## src/rtl/shift_rows_pkg.sv

```systemverilog
// shift_rows_pkg: AES state types, sizes and ShiftRows source-index helpers
package shift_rows_pkg;
    localparam int NB = 4;
    localparam int STATE_W = 128;
    typedef logic [7:0] byte_t;
    typedef byte_t [0:4*NB-1] state_t;
    function automatic int fwd_idx(input int r, input int c);
        return NB * ((c + r) % NB) + r;
    endfunction
    function automatic int inv_idx(input int r, input int c);
        return NB * ((c - r + NB) % NB) + r;
    endfunction
endpackage

```

## src/rtl/shift_rows_perm.sv

```systemverilog
// shift_rows_perm: combinational ShiftRows (i_inv=0) / InvShiftRows (i_inv=1) byte permutation
module shift_rows_perm
    import shift_rows_pkg::*;
(
    input  state_t i_state,
    input  logic   i_inv,
    output state_t o_state
);
    for (genvar r = 0; r < NB; r++) begin : g_row
        for (genvar c = 0; c < NB; c++) begin : g_col
            localparam int F = fwd_idx(r, c);
            localparam int I = inv_idx(r, c);
            assign o_state[NB*c+r] = i_inv ? i_state[I] : i_state[F];
        end
    end
endmodule

```

## src/rtl/shift_rows.sv

```systemverilog
// shift_rows: registered AES ShiftRows/InvShiftRows, one state per clock, 1-cycle latency.
// SHIFT_ROWS_DYN_INV_EN adds an inv port choosing the direction per input, overriding INVERSE.
module shift_rows
    import shift_rows_pkg::*;
#(
    parameter bit INVERSE = 1'b0
) (
    input  logic               clk,
    input  logic               rst,
`ifdef SHIFT_ROWS_DYN_INV_EN
    input  logic               inv,
`endif
    input  logic               in_valid,
    input  logic [STATE_W-1:0] data_in,
    output logic               out_valid,
    output logic [STATE_W-1:0] data_out
);
    logic   w_inv;
    state_t w_in;
    state_t w_perm;
    state_t r_data;
    logic   r_valid;
`ifdef SHIFT_ROWS_DYN_INV_EN
    assign w_inv = inv;
`else
    assign w_inv = INVERSE;
`endif
    assign w_in = state_t'(data_in);
    shift_rows_perm u_perm (
        .i_state(w_in),
        .i_inv  (w_inv),
        .o_state(w_perm)
    );
    always_ff @(posedge clk) begin
        if (rst) begin
            r_data  <= '0;
            r_valid <= 1'b0;
        end else begin
            r_valid <= in_valid;
            if (in_valid) r_data <= w_perm;
        end
    end
    assign out_valid = r_valid;
    assign data_out  = r_data;
endmodule

```

## config.mk

```make
export PLATFORM = sky130hd
export DESIGN_NAME = shift_rows
export DESIGN_NICKNAME = d
export VERILOG_FILES = /design/src/rtl/shift_rows_pkg.sv /design/src/rtl/shift_rows_perm.sv /design/src/rtl/shift_rows.sv
export SDC_FILE = /design/constraint.sdc
export NUM_CORES = 1
export LEC_CHECK = 0
export ABC_CLOCK_PERIOD_IN_PS = 1170
export CAP_MARGIN = 0
export CELL_PAD_IN_SITES_DETAIL_PLACEMENT = 0
export CELL_PAD_IN_SITES_GLOBAL_PLACEMENT = 1
export CORE_MARGIN = 1.5
export CORE_UTILIZATION = 28
export CTS_CLUSTER_DIAMETER = 30
export CTS_CLUSTER_SIZE = 20
export DETAILED_ROUTE_END_ITERATION = 6
export PLACE_DENSITY_LB_ADDON = 0.25
export SYNTH_ARGS = -nofsm -noshare
export SYNTH_HDL_FRONTEND = slang
export SYNTH_SLANG_ARGS = --single-unit
```

## constraint.sdc

```tcl
create_clock -name clk -period 1.17 [get_ports clk]
set_input_delay 0.234 -clock clk [delete_from_list [all_inputs] [get_ports clk]]
set_output_delay 0.234 -clock clk [all_outputs]
set_load 0.01 [all_outputs]
```

# Yosys cells after proc, flatten, opt, wreduce, memory -nomap -nowiden
# Cells that the tools add are included.
totals:
  output_inout_bits: 129
  input_bits: 131
  register_bits: 129

# Depth between registers and ports, before layout
# Gate-level depths: netlist of the first run.
depth:
  word_depth: 0
  mapped_depth: 5

# Hierarchy
# A second synthesis of the first run with hierarchy kept.
hier_totals:
  hier_cells: 551
  area_unflattened_um2: 6228.5
modules_own_cells:
  columns: ["mod", "cells_each", "instances", "seq_area_each_um2", "area_each_um2"]
  rows:
  - ["shift_rows", 416, 1, 2582.5, 4670.7]
  - ["shift_rows_perm", 135, 1, 0.0, 1557.7]

# Worst setup path before layout of the first run
# Ideal clock, no wire load.
synth_path:
  path_kind: "in2reg"
  from: "in in_valid"
  to: "reg r_data, in the netlist data_out[100]"
  setup_ps: 128
  setup_slack_ps: 179
  arrival_ps: 864
  n_path_buf: 3
  path_stages: 5
  path_cell_list: "buf_4 -> buf_12 -> buf_12 -> mux2i_1 -> nor2_1"
synth_lines:
  columns: ["element", "line", "text"]
  rows:
  - ["start, declared", "shift_rows.sv:13", "input logic in_valid,"]
  - ["end signal, assigned", "shift_rows.sv:40", "if (in_valid) r_data <= w_perm;"]
  - ["end, declared", "shift_rows.sv:21", "state_t r_data;"]

# Worst setup path after layout of the first run
layout_path:
  from: "reg r_data, in the netlist data_out[104]"
  to: "out data_out[104]"
layout_lines:
  columns: ["element", "line", "text"]
  rows:
  - ["end, declared", "shift_rows.sv:16", "output logic [STATE_W-1:0] data_out"]
# No word-level cell between the ends.

==> results of run 1 <==
final timing paths:
path / start / to / slack [ns] / depth (start not counted)
setup / recovery: data_out[104] / data_out[104] / 0.04 / 1
hold / removal: rst / data_out[0] / 0.08 / 2
setup reg to reg: data_out[122] / data_out[122] / 0.53 / 2
hold reg to reg: data_out[66] / data_out[66] / 0.48 / 2
state kept, by name, summed over array words and instances, names as in the netlist:
register / flops
data_out: 128
out_valid: 1
final cells by class:
class                   instances  area, um2
multi-input cells             257       1770
clock buffers                  19        443
clock inverters                13        163
flip-flops and latches        129       2600
repair buffers                270       2120
fillers                      1589       9040
well taps                     220        275
layout by cell type, fill, tap and decap left out, types with 3 or more instances in the layout:
cell	synthesis	routed
clkinv_4	0	4
nor2_1	128	128
mux2i_1	128	128
bufinv_16	0	3
buf_6	1	3
buf_12	11	6
dfxtp_1	129	115
clkdlybuf4s50_1	0	128
clkinv_2	0	3
dfxtp_2	0	14
buf_4	2	8
buf_2	2	125
clkinvlp_4	0	3
clkbuf_16	0	17
metal layers:
layer  routed length [um]  part of all wire (%)
met4                  306                   2.3
met5                    0                     0
met3                 1280                   9.5
met1                 5500                    41
met2                 6370                    47
power breakdown:
group          internal [mW]  switching (mW)  leakage (nW)
logic                  0.858           0.654          2.24
registers               4.67           0.121          1.07
clock network           3.40            1.95         0.289
total                   8.93            2.73          3.60
cell families (layout without fill, tap and decap cells):
kind of cell	after synthesis	in the layout
flip-flops	129	129
buffers and inverters	29	302
AND/OR/NAND/NOR	129	129
multiplexers	128	128
==> results.sh, run 1 <==
export IMPL_cts_buffers=17
export IMPL_cts_root_buf="clkbuf_16"
export IMPL_dp_slack_ns=0.0360
export IMPL_synthArstFlopShare_pct=0
export IMPL_syn_nets=546
export IMPL_die_w_um=132
export IMPL_cts_max_path_buffers=2
export IMPL_via_per_inst=4.20
export IMPL_dp_hpwl_um=9680
export IMPL_status="finished, final reports clean"
export IMPL_clk_pin_slew_worst_paths_ns=0.06
export IMPL_start_util_pct=28.4
export IMPL_synth_area_leaders="dfxtp_1 55%, mux2i_1 27%, nor2_1 10%"
export IMPL_grt_busiest_layer="met2"
export IMPL_clk_latency_ns=0.41
export IMPL_arrival_ns=0.89
export IMPL_rows=47
export IMPL_synth_area_um2=4670
export IMPL_final_layout_size_suffix_gt1_share_pct=27.2
export IMPL_drc=0
export IMPL_critPathTopFamily="flip-flops"
export IMPL_wire_per_inst_um=14.8
export IMPL_synth_top_family_by_area="multiplexers"
export IMPL_finalPower_mw=11.7
export IMPL_firstDrtPassIters=4
export IMPL_synth_most_common_cell="dfxtp_1"
export IMPL_power_density_nw_per_um2=1580
export IMPL_num_vias=3817
export IMPL_overflow=0
export IMPL_grt_usage_pct=15.6
export IMPL_dp_cells=876
export IMPL_crit_path_max_fanout=2
export IMPL_yosysWarnings=0
export IMPL_grt_pass1_vias=3986
export IMPL_synth_edf_count=0
export IMPL_grtUsageMet2_pct=26.0
export IMPL_die_area_um2=17500
export IMPL_synth_compound_area_share_pct=0
export IMPL_worst_path_buf_inv=1
export IMPL_synth_xor_area_share_pct=0
export IMPL_startpoint_type="register"
export IMPL_synth_cells=415
export IMPL_placed_area_um2=7370
export IMPL_portBuffers=259
export IMPL_grt_use_met3_pct=6.34
export IMPL_cts_setup_buffers=0
export IMPL_hold_buffers=0
export IMPL_required_ns=0.94
export IMPL_yosys_area_top_type="dfxtp_1"
export IMPL_cts_htree_levels=4
export IMPL_yosys_area_share_simple_pct=10.4
export IMPL_vdd_drop_max_mv=0.847
export IMPL_setup_tns_ns=0
export IMPL_chipHeight_um=132
export IMPL_synth_seq_cells=129
export IMPL_nets=806
export IMPL_period_needed_ns=1.13
export IMPL_stdcell_area_um2=7370
export IMPL_setup_ws_ns=0.0434
export IMPL_synth_commonest_cells="129 x dfxtp_1, 128 x mux2i_1, 128 x nor2_1, 12 x clkbuf_1, 11 x buf_12"
export IMPL_drt_iter0_drc=85
export IMPL_muxShareOfSynthArea_pct=27.5
export IMPL_cts_resized=527
export IMPL_worstMarginPinSlew_ns=0.261
export IMPL_skew_ns=0
export IMPL_maxSlewViolCount=0
export IMPL_yosysSeqAreaShare_pct=55.3
export IMPL_maxCapViolCount=0
export IMPL_use_met1_pct=17.5
export IMPL_syn2layout_area_growth_pct=57.9
export IMPL_worst_setup_path_end_kind="output port"
export IMPL_grt_pass1_wl_um=21300
export IMPL_antenna_found_initial=0
export IMPL_drt_wl_total_um=13500
export IMPL_leakage_nw=3.60
export IMPL_drtAntennaViolNets=0
export IMPL_tritoncts="built"
export IMPL_path_cells="buf_6"
export IMPL_fmax_ghz=0.888
export IMPL_hold_violations=0
export IMPL_synth_top_area_share_pct=55.3
export IMPL_ioPinCount=260
export IMPL_clock_sinks=129
export IMPL_core_area_um2=16400
export IMPL_antennaDiodeCount=0
export IMPL_gp_congestion=0.764
export IMPL_ys_flop_type="dfxtp_1"
export IMPL_final_core_util_pct=44.9
export IMPL_synth_cell_type_count=10
export IMPL_hold_class="in -> reg"
export IMPL_final_cells=908
export IMPL_timing_slew_headroom_pct=82.6
export IMPL_postSynthAreaPerCell_um2=11.2
export IMPL_finalCritPeriodShare_pct=96.3
export IMPL_critical_path_slowest_cell="dfxtp_1"
export IMPL_path_class="reg -> out"
export IMPL_synth_adder_area_share_pct=0
export IMPL_hold_ws_ns=0.0823
export IMPL_finalSetupViolCount=0
export IMPL_grt_max_degree=54
export IMPL_max_stage_delay_ns=0.36
No activity file was read; power rests on OpenSTA's default activity.
==> run 2, diff against run 1 <==
--- a/config.mk
+++ b/config.mk
@@ -5,12 +5,13 @@
 export SDC_FILE = /design/constraint.sdc
 export NUM_CORES = 1
 export LEC_CHECK = 0
+export ABC_AREA = 1
 export ABC_CLOCK_PERIOD_IN_PS = 1170
 export CAP_MARGIN = 0
 export CELL_PAD_IN_SITES_DETAIL_PLACEMENT = 0
 export CELL_PAD_IN_SITES_GLOBAL_PLACEMENT = 1
 export CORE_MARGIN = 1.5
-export CORE_UTILIZATION = 28
+export CORE_UTILIZATION = 27
 export CTS_CLUSTER_DIAMETER = 30
 export CTS_CLUSTER_SIZE = 20
 export DETAILED_ROUTE_END_ITERATION = 6
==> run 2 against run 1 <==
Count of clock-buffer cells in the layout is the same. Register-to-register slack gained 0.07 ns. Power grew 0.25%. First-iteration DRC count grew 98%. Non-clock buffer count grew 6. Clock power shrank 6.0%. Cell count grew 48%. Combinational power grew 19%. Synthesized area grew 15%. Flip-flop and latch count is the same. Setup slack lost 0.0014 ns. Critical path type unchanged. Critical endpoint is now data_out[10].
==> results.sh, run 2 <==
export IMPL_final_cells=1345
export IMPL_largest_register_ffs=128
export IMPL_firstDrtPassIters=6
export IMPL_worstMarginPinSlew_ns=0.243
export IMPL_final_common_cell="nor2_1"
export IMPL_overflow=0
export IMPL_reg2regPathDepth=2
export IMPL_setup_ws_ns=0.0420
export IMPL_critical_path_slowest_cell="dfxtp_1"
export IMPL_maxCapViolCount=0
export IMPL_max_stage_delay_ns=0.34
export IMPL_clk_latency_ns=0.41
export IMPL_drc=0
export IMPL_required_ns=0.94
export IMPL_syn2layout_area_growth_pct=51.4
export IMPL_synth_commonest_cells="257 x nor2_1, 256 x nand2_1, 130 x inv_1, 129 x dfxtp_1, 24 x buf_6"
export IMPL_synth_top_area_share_pct=48.1
export IMPL_hold_violations=0
export IMPL_cts_max_path_buffers=2
export IMPL_path_cells="buf_2"
export IMPL_leakage_nw=4.49
export IMPL_clock_sinks=129
export IMPL_fmax_ghz=0.887
export IMPL_syn_nets=946
export IMPL_antennaDiodeCount=0
export IMPL_finalCritPeriodShare_pct=96.4
export IMPL_r2r_end="data_out[5]"
export IMPL_dp_cells=1313
export IMPL_hold_buffers=0
export IMPL_dp_slack_ns=-0.182
export IMPL_clockPowerShare_pct=43.1
export IMPL_stdcell_area_um2=8130
export IMPL_synth_cell_type_count=7
export IMPL_period_needed_ns=1.13
export IMPL_power_density_nw_per_um2=1440
export IMPL_path_class="reg -> out"
export IMPL_synth_edf_count=0
export IMPL_drtAntennaViolNets=0
export IMPL_grt_pass1_vias=4601
export IMPL_synth_area_um2=5370
export IMPL_ff2ff_setup_slack_ns=0.60
export IMPL_power_internal_mw=8.67
export IMPL_hold_path_cell_count=3
export IMPL_arrival_ns=0.89
export IMPL_die_w_um=144
export IMPL_crit_path_max_fanout=2
export IMPL_worstReg2RegStart="data_out[5]"
export IMPL_yosys_area_top_type="dfxtp_1"
export IMPL_synth_area_leaders="dfxtp_1 48%, nor2_1 18%, nand2_1 18%"
export IMPL_grt_max_degree=44
export IMPL_hold_class="in -> reg"
export IMPL_synthArstFlopShare_pct=0
export IMPL_synth_cells=815
export IMPL_skew_ns=0
export IMPL_comb_power_share_pct=15.3
export IMPL_final_core_util_pct=41.8
export IMPL_rsz0062_at_grt="false"
export IMPL_wire_per_inst_um=10.9
export IMPL_clk_pin_slew_worst_paths_ns=0.06
export IMPL_maxSlewViolCount=0
export IMPL_pwr_share_seq_pct=41.6
export IMPL_placed_area_um2=8140
export IMPL_critPathTopFamily="flip-flops"
export IMPL_ys_flop_type="dfxtp_1"
export IMPL_antenna_found_initial=0
export IMPL_grt_pass1_wl_um=22800
export IMPL_sw_frac_of_total_pct=25.8
export IMPL_yosysWarnings=0
export IMPL_cts_setup_buffers=0
export IMPL_yosysSeqAreaShare_pct=48.1
export IMPL_portBuffers=259
export IMPL_startpoint_type="register"
export IMPL_status="finished, final reports clean"
export IMPL_nets=1198
export IMPL_final_layout_size_suffix_gt1_share_pct=18.9
export IMPL_synth_seq_cells=129
export IMPL_gp_congestion=0.736
export IMPL_via_per_inst=3.78
export IMPL_tritoncts="built"
export IMPL_drt_iter0_drc=168
export IMPL_rows=51
export IMPL_hp_start="in_valid"
export IMPL_cts_root_buf="clkbuf_16"
export IMPL_timing_slew_headroom_pct=83.8
export IMPL_vdd_drop_max_mv=0.977
export IMPL_num_vias=5086
export IMPL_start_util_pct=27.6
export IMPL_grt_usage_pct=14.2
export IMPL_dp_hpwl_um=10400
export IMPL_core_area_um2=19500
export IMPL_worst_setup_path_end_kind="output port"
export IMPL_chipHeight_um=144
export IMPL_synth_most_common_cell="nor2_1"
export IMPL_holdPathEnd="data_out[127]"
export IMPL_die_area_um2=20800
export IMPL_drt_wl_total_um=14700
export IMPL_postSynthAreaPerCell_um2=6.59
export IMPL_switching_power_mw=3.02
export IMPL_cts_buffers=17
export IMPL_cts_htree_levels=4
export IMPL_ioPinCount=260
export IMPL_worst_path_buf_inv=1
export IMPL_finalSetupViolCount=0
export IMPL_hold_ws_ns=0.205
export IMPL_final_cell_mix="257 x nor2_1, 256 x nand2_1, 129 x inv_1, 129 x clkdlybuf4s50_1, 117 x buf_2"
-- run 2: cell count changes after synthesis --
cell      previous run  this run
buf_6                1        24
buf_4                2         5
nor2_1             128       257
buf_2                2        14
clkbuf_1            12         0
nand2_1              0       256
inv_1                0       130
buf_12              11         0
nor2b_1              1         0
mux2i_1            128         0
buf_8                1         0
-- run 2: routing by layer --
layer	wire (um)	track usage, %
met5	0	0
met4	326	6.44
met2	6310	21.8
met1	6710	17.3
met3	1390	5.86
-- run 2: logic make-up (layout without fill, tap and decap cells) --
logic type             count (synthesis)  count (layout)  synth area share, %
buffers and inverters                173             438                 16.1
and+or+nand+nor                      513             513                 35.8
DFF                                  129             129                 48.1
-- run 2: power groups by stage --
stage / logic [mW] / clock network, mW / registers, mW
after floorplan: 0.767 / 0 / 5.09
after global placement: 2.08 / 0 / 4.94
after detailed placement: 2.08 / 0 / 4.95
after CTS: 1.80 / 5.24 / 4.86
after global routing: 2.02 / 5.44 / 4.90
final: 1.79 / 5.04 / 4.86
-- run 2: repair_timing --
| action | CTS | global route |
|---|---|---|
| endpoints found under the setup margin | 129 | 16 |
| pin swaps | 0 | 0 |
| resized for setup | 532 | 20 |
-- run 2: through the flow --
step                total power, mW  TNS (ns)
floorplan                      5.86         0
global placement               7.02    -16.50
detailed placement             7.03    -18.59
CTS                            11.9         0
global route                   12.3         0
finish                         11.7         0
-- run 2: worst max path at each step --
stage               cells after the start             to         start
floorplan                               5  data_out[100]      in_valid
finish                                  1   data_out[10]  data_out[10]
global placement                        5  data_out[112]           rst
CTS                                     1   data_out[93]  data_out[93]
global route                            1    data_out[3]   data_out[3]
detailed placement                      5   data_out[86]           rst
-- run 2: worst reg2reg max path: cells and delay by family, from the launching register on --
family / cells / cell delay [ns]
flops: 1 / 0.32
simple gates: 2 / 0.14
-- run 2: final cells by class --
class	count	area (um2)
flip-flops and latches	129	2610
inverters	130	490
fillers	2211	11300
well taps	265	332
clock inverters	13	113
multi-input cells	513	1930
clock buffers	19	453
repair buffers	276	2210
